==> src/rtl/vga_scan_reader.sv <==
// 640x480@60 VGA scan-out of a 160x120 framebuffer, each stored pixel shown as a 4x4 block.
// Optional colour-bar test pattern enabled with VGA_SCAN_TESTPATTERN_EN (adds port test_mode).
module vga_scan_reader #(
    parameter int BITS_PER_COLOUR_CHANNEL = 1,
    parameter int H_VISIBLE = 640,
    parameter int H_FRONT   = 16,
    parameter int H_SYNC    = 96,
    parameter int H_BACK    = 48,
    parameter int V_VISIBLE = 480,
    parameter int V_FRONT   = 10,
    parameter int V_SYNC    = 2,
    parameter int V_BACK    = 33
) (
    input  logic                                 clock,
    input  logic                                 resetn,
`ifdef VGA_SCAN_TESTPATTERN_EN
    input  logic                                 test_mode,
`endif
    output logic [14:0]                          rd_addr,
    input  logic [3*BITS_PER_COLOUR_CHANNEL-1:0] rd_data,
    output logic                                 frame_start,
    output logic [9:0]                           VGA_R,
    output logic [9:0]                           VGA_G,
    output logic [9:0]                           VGA_B,
    output logic                                 VGA_HS,
    output logic                                 VGA_VS,
    output logic                                 VGA_BLANK,
    output logic                                 VGA_SYNC,
    output logic                                 VGA_CLK
);
    localparam int BPC = BITS_PER_COLOUR_CHANNEL;
    localparam int CW  = 3 * BPC;
    localparam logic [9:0] H_VIS  = 10'(H_VISIBLE);
    localparam logic [9:0] H_SS   = 10'(H_VISIBLE + H_FRONT);
    localparam logic [9:0] H_SE   = 10'(H_VISIBLE + H_FRONT + H_SYNC);
    localparam logic [9:0] H_LAST = 10'(H_VISIBLE + H_FRONT + H_SYNC + H_BACK - 1);
    localparam logic [9:0] V_VIS  = 10'(V_VISIBLE);
    localparam logic [9:0] V_SS   = 10'(V_VISIBLE + V_FRONT);
    localparam logic [9:0] V_SE   = 10'(V_VISIBLE + V_FRONT + V_SYNC);
    localparam logic [9:0] V_LAST = 10'(V_VISIBLE + V_FRONT + V_SYNC + V_BACK - 1);

    logic          pix_en;
    logic [9:0]    hcount, vcount;
    logic          vis0, hs0, vs0;
    logic [7:0]    x0;
    logic [6:0]    y0;
    logic [14:0]   addr0;
    logic          vis1, hs1, vs1;
    logic          vis2, hs2, vs2;
    logic [CW-1:0] col2, col_next;
`ifdef VGA_SCAN_TESTPATTERN_EN
    logic [2:0]    bar1;
`endif

    function automatic logic [9:0] expand(input logic [BPC-1:0] c);
        logic [9:0] r;
        r = '0;
        for (int i = 0; i < 10; i++)
            r[9-i] = c[BPC-1-(i%BPC)];
        return r;
    endfunction

    always_comb begin
        vis0  = (hcount < H_VIS) && (vcount < V_VIS);
        hs0   = !((hcount >= H_SS) && (hcount < H_SE));
        vs0   = !((vcount >= V_SS) && (vcount < V_SE));
        x0    = hcount[9:2];
        y0    = vcount[8:2];
        addr0 = ({8'd0, y0} << 7) + ({8'd0, y0} << 5) + {7'd0, x0};
    end

    always_comb begin
        col_next = rd_data;
`ifdef VGA_SCAN_TESTPATTERN_EN
        if (test_mode)
            col_next = {{BPC{bar1[2]}}, {BPC{bar1[1]}}, {BPC{bar1[0]}}};
`endif
    end

    assign VGA_SYNC = 1'b0;

    always_ff @(posedge clock or negedge resetn) begin
        if (!resetn) begin
            pix_en      <= 1'b0;
            VGA_CLK     <= 1'b0;
            frame_start <= 1'b0;
            hcount      <= '0;
            vcount      <= '0;
            rd_addr     <= '0;
            vis1        <= 1'b0;
            hs1         <= 1'b1;
            vs1         <= 1'b1;
            vis2        <= 1'b0;
            hs2         <= 1'b1;
            vs2         <= 1'b1;
            col2        <= '0;
`ifdef VGA_SCAN_TESTPATTERN_EN
            bar1        <= '0;
`endif
            VGA_R       <= '0;
            VGA_G       <= '0;
            VGA_B       <= '0;
            VGA_HS      <= 1'b1;
            VGA_VS      <= 1'b1;
            VGA_BLANK   <= 1'b0;
        end else begin
            pix_en      <= !pix_en;
            VGA_CLK     <= pix_en;
            frame_start <= pix_en && (hcount == '0) && (vcount == '0);
            if (pix_en) begin
                if (hcount == H_LAST) begin
                    hcount <= '0;
                    vcount <= (vcount == V_LAST) ? '0 : vcount + 10'd1;
                end else begin
                    hcount <= hcount + 10'd1;
                end
                // Hold the last visible address during blanking so it never leaves the buffer.
                if (vis0)
                    rd_addr <= addr0;
                vis1 <= vis0;
                hs1  <= hs0;
                vs1  <= vs0;
`ifdef VGA_SCAN_TESTPATTERN_EN
                bar1 <= x0[7:5];
`endif
                vis2 <= vis1;
                hs2  <= hs1;
                vs2  <= vs1;
                col2 <= col_next;
                VGA_R     <= vis2 ? expand(col2[CW-1 -: BPC]) : '0;
                VGA_G     <= vis2 ? expand(col2[2*BPC-1 -: BPC]) : '0;
                VGA_B     <= vis2 ? expand(col2[BPC-1:0]) : '0;
                VGA_HS    <= hs2;
                VGA_VS    <= vs2;
                VGA_BLANK <= vis2;
            end
        end
    end
endmodule

==> config.mk <==
export PLATFORM = sky130hd
export DESIGN_NAME = vga_scan_reader
export DESIGN_NICKNAME = d
export VERILOG_FILES = /design/src/rtl/vga_scan_reader.sv
export SDC_FILE = /design/constraint.sdc
export NUM_CORES = 1
export LEC_CHECK = 0
export ABC_CLOCK_PERIOD_IN_PS = 7300
export CELL_PAD_IN_SITES_DETAIL_PLACEMENT = 0
export CELL_PAD_IN_SITES_GLOBAL_PLACEMENT = 2
export CORE_MARGIN = 1
export CORE_UTILIZATION = 36
export DETAILED_ROUTE_END_ITERATION = 16
export GPL_TIMING_DRIVEN = 0
export PLACE_DENSITY_LB_ADDON = 0.1
export SYNTH_ARGS = -nofsm -noshare
export SYNTH_HDL_FRONTEND = slang
export SYNTH_SLANG_ARGS = --single-unit
==> constraint.sdc <==
create_clock -name clock -period 7.3 [get_ports clock]
set_input_delay 1.46 -clock clock [delete_from_list [all_inputs] [get_ports clock]]
set_output_delay 1.46 -clock clock [all_outputs]
set_load 0.005 [all_outputs]
# Yosys cells after proc, flatten, opt, wreduce, memory -nomap -nowiden

Cells that the tools add are included.

Word-level logic and storage cells: 48
Bits in registers: 80

Reduce and logical (&&, ||, !) cells: 12
$lt $le $gt $ge: 6
$add $sub $neg: 4
Equality and inequality tests: 2
Mux-type cells: 5

Operators by type and width:

| operator                                                     | number |
|---|---|
| two-way mux 10 bit                                           | 5 |
| adder 10 x 1 -> 10 bit (second input constant)               | 2 |
| equality test 10 bit (second input constant)                 | 2 |
| logical NOT 10 bit                                           | 2 |
| less-than comparator 10 bit (second input constant)          | 2 |
| less-than comparator 10 x 9 -> 1 bit (second input constant) | 2 |
| adder 14 x 12 -> 15 bit                                      | 1 |
| adder 15 x 8 -> 15 bit                                       | 1 |
| >= comparator 10 bit (second input constant)                 | 1 |
| >= comparator 10 x 9 -> 1 bit (second input constant)        | 1 |
| logical AND 1 bit                                            | 5 |
| AND reduction 2 bit                                          | 2 |
| logical NOT 1 bit                                            | 3 |

# Longest topological paths before layout

Depth in word-level cells: 3
Mapped depth: 8
Gate-level depth less buffers: 8

# Worst setup path before layout

Ideal clock, no wire load.

Path type: register to register
Start point: reg vcount[2]
End point: reg rd_addr[12]
Library setup time: 0.095 ns
Period minus slack after synthesis: 2.391 ns
Data arrival time: 2.296 ns
Buffers on the path: 0
Slack: 4.909 ns
Cell stages (with the launch flop): 9
Cells stage by stage: dfrtp_1 > inv_1 > fa_1 > inv_1 > fa_1 > a211oi_1 > o21ai_0 > and3_1 > o31ai_1

Word-level cells in the longest chain between the ends: 3

RTL lines:

| what                                                            | line | text |
|---|---|---|
| start, declared                                                 | 43   | `logic [9:0] hcount, vcount;` |
| start signal, assigned                                          | 113  | `vcount <= (vcount == V_LAST) ? '0 : vcount + 10'd1;` |
| branches (longest 3 deep; another with adder 14 x 12 -> 15 bit) | -    |  |
| end signal, assigned                                            | 119  | `rd_addr <= addr0;` |
| end, declared                                                   | 19   | `output logic [14:0] rd_addr,` |

Parallel ways; which one is timed is not known.
A chain may end at the register's enable or synchronous reset.

==> impl_metrics.tcl <==
set metrics [dict create \
    p_comb_frac 0.072 \
    initial_core_util 0.3758 \
    switching_share 0.2172 \
    max_freq_mhz 338.5 \
    wl_mm 6.042 \
    vias_per_cell 4.745 \
    vias 2083 \
    setup_tns_ns 0 \
    syn_avg_cell_area_um2 10.65 \
    reg2reg_depth 8 \
    cts_buffers 5 \
    seq_area_frac_synth 0.4569 \
    synthTopCellsByArea "dfrtp_1 40%, buf_4 7.7%, ha_1 7.3%, mux2_2 6.9%, dfstp_2 5.4%" \
    irDropWorstVdd_mv 0.07769 \
    placed_area_um2 3602 \
    synthesis.area_um2 2919 \
    cp.required_ns 5.84 \
    dp_slack_ns 4.613 \
    grt_pass1_wl_mm 10.34 \
    route.met2.wl_mm 2.690 \
    rsz0062_at_grt "false" \
    io_buffers 54 \
    synth_edf_count 0 \
    stdcell_area_um2 3715 \
    synth_top_area_cell "dfrtp_1" \
    clock_path_buffers 2 \
    maxCapViolCount 0 \
    antenna_found_initial 0 \
    crit_type "flop to primary output" \
    ys_types 45 \
    netSwitchingPower_w 0.0001179 \
    slew_viol_final 0 \
    path_clk_slew_ns 0.10 \
    clock_sinks 53 \
    cts_tree "built" \
    drt-pass1-iter-count 3 \
    synth_fp_nets 298 \
    cts_resized 0 \
    place_congestion 0.8029 \
    die_h_um 92.05 \
    critPathArrivalTime_ns 1.49 \
    total_power_w 0.0005427 \
    synthArstFlopShare 1.000 \
    synthFlopType "dfrtp_1" \
    worstPathMaxFanout 11 \
    worstSetupEndpointType "primary output" \
    synth-seq-cells 53 \
    yosys_warnings 0 \
    power.density_nw_per_um2 146.1 \
    rows 32 \
    p_clk_frac 0.379 \
    placeableCoreArea_um2 7767 \
    max-slew-margin-rel 0.6165 \
    holdBufCountCts 0 \
    hold_class "flop to flop" \
    netlist.area_leader.share 0.4029 \
    layout_min_cycle_time_ns 2.954 \
    grt_max_degree 32 \
    setup_ws_ns 4.346 \
    ioPinCount 56 \
    holdPathStages 0 \
    fin_nets 360 \
    areaGrowthSynthToFinish_pct 27.26 \
    drive_above_1_share 0.2136 \
    leakagePower_nw 1.675 \
    drt_iter0_drc 70 \
    htreeDepth 2 \
    seq_power_share 0.549 \
    drc 0 \
    die_area_um2 8472 \
    met3WireLength_um 265 \
    setup_violations 0 \
    worst_pin_slew_ns 0.5752 \
    track_usage 0.1553 \
    diodes 0 \
    worstSetupStartpointType "flop" \
    grt_pass1_vias 2040 \
    hpwl_mm 4.518 \
    final-hold-violation-count 0 \
    p_int_w 0.0004248 \
    wire_per_inst_um 13.76 \
    routed.top_layer "met4" \
    status "complete, no violations" \
    synth_cells 274 \
    clk_latency_ns 0.31 \
    wl_met1_mm 3.018 \
    min_period_over_period 0.4047 \
    skew_ns 0.01158 \
    dieWidth_um 92.05 \
    ant_nets 0 \
    overflow 0 \
    post_cts_buffers 0 \
    clockRootBuffer "clkbuf_8" \
]
[worst max-delay path: stages (launching register included)]
cell	delay, ns
dfrtp_1	0.53
buf_4	0.16
clkdlybuf4s50_1	0.49
[cells by family (layout without fill, tap and decap cells)]
logic type      count (synthesis)  count (layout)  synth area share
flops                          53              53            0.4569
mux                            19              19           0.07287
fa+ha+maj                      19              19           0.08658
buf+inv                        54             117            0.1123
simple gates                   72              72            0.1406
other cells                     1               1          0.001285
xor+xnor                       15              15           0.04501
compound gates                 41              41           0.08444
[state kept, by name, summed over array words and instances (netlist names), 3 cells and up]
signal	flops
col2	3
vcount	10
rd_addr	15
hcount	10
[cell usage in the layout (no fill, tap or decap), types with 3 or more instances in the layout]
master,n
o31ai_1,3
dfstp_2,6
o21ai_0,16
inv_1,16
clkbuf_8,5
nor2_1,13
and3_1,5
nor3_1,4
buf_2,4
buf_4,30
xnor2_1,12
ha_1,17
nand2_1,13
clkbuf_1,3
mux2_2,18
nand3_1,13
a211oi_1,3
a21oi_1,9
clkdlybuf4s50_1,53
dfrtp_1,47
a21o_1,3
and4_1,3
xor2_1,3
nand4_1,6
[final timing paths]
| path | from | end | slack [ns] |
|---|---|---|---|
| worst min register to register | pix_en | VGA_CLK | 0.39 |
| min in group asynchronous | resetn | rd_addr[10] | 1.13 |
| worst max register to register | vcount[2] | rd_addr[12] | 4.60 |
| max in group asynchronous | resetn | vs2 | 5.52 |
| worst min-delay path | pix_en | VGA_CLK | 0.39 |
| worst max-delay path | VGA_B[8] | VGA_B[9] | 4.35 |
[cells in the mapped netlist (4+ instances only)]
cell      n
nor2_1   13
nand2_1  13
nor3_1    4
dfstp_2   6
and3_1    5
mux2_2   18
nand3_1  13
buf_4    30
a21oi_1   9
o21ai_0  16
nand4_1   6
inv_1    16
xnor2_1  12
ha_1     17
dfrtp_1  47
[through the flow]
| stage | instances | utilization | hold slack, ns |
|---|---|---|---|
| after floorplan | 274 | - | 0.3548 |
| after global placement | 430 | 0.4618 | 0.3590 |
| after detailed placement | 431 | 0.4638 | 0.3704 |
| after CTS | 439 | 0.4783 | 0.3954 |
| after global routing | 439 | 0.4783 | 0.4011 |
| final | 439 | 0.4783 | 0.3917 |
[routing by layer]
layer / global-route usage / up-vias
li1: - / 1057
met1: 0.2263 / 978
met2: 0.2313 / 43
met3: 0.03483 / 5
met4: 0.04036 / 0
met5: 0 / -
[power by group through the flow]
| stage | registers [W] | clock network, W | logic, W |
|---|---|---|---|
| after floorplan | 0.000303 | 0 | 0.0000138 |
| after global placement | 0.000304 | 0 | 0.0000390 |
| after detailed placement | 0.000304 | 0 | 0.0000404 |
| after CTS | 0.000298 | 0.000215 | 0.0000404 |
| after global routing | 0.000299 | 0.000224 | 0.0000434 |
| final | 0.000298 | 0.000206 | 0.0000393 |
[layout make-up]
cell class	count	area [µm²]
clock buffer	5	68.82
multi-input combinational	167	1257
clock inverter	3	43.79
buffer	38	267.8
inverter	16	60.06
fill	743	4053
timing repair buffer	55	555.5
tap	102	127.6
sequential	53	1334
No activity file was read; power rests on OpenSTA's default activity.
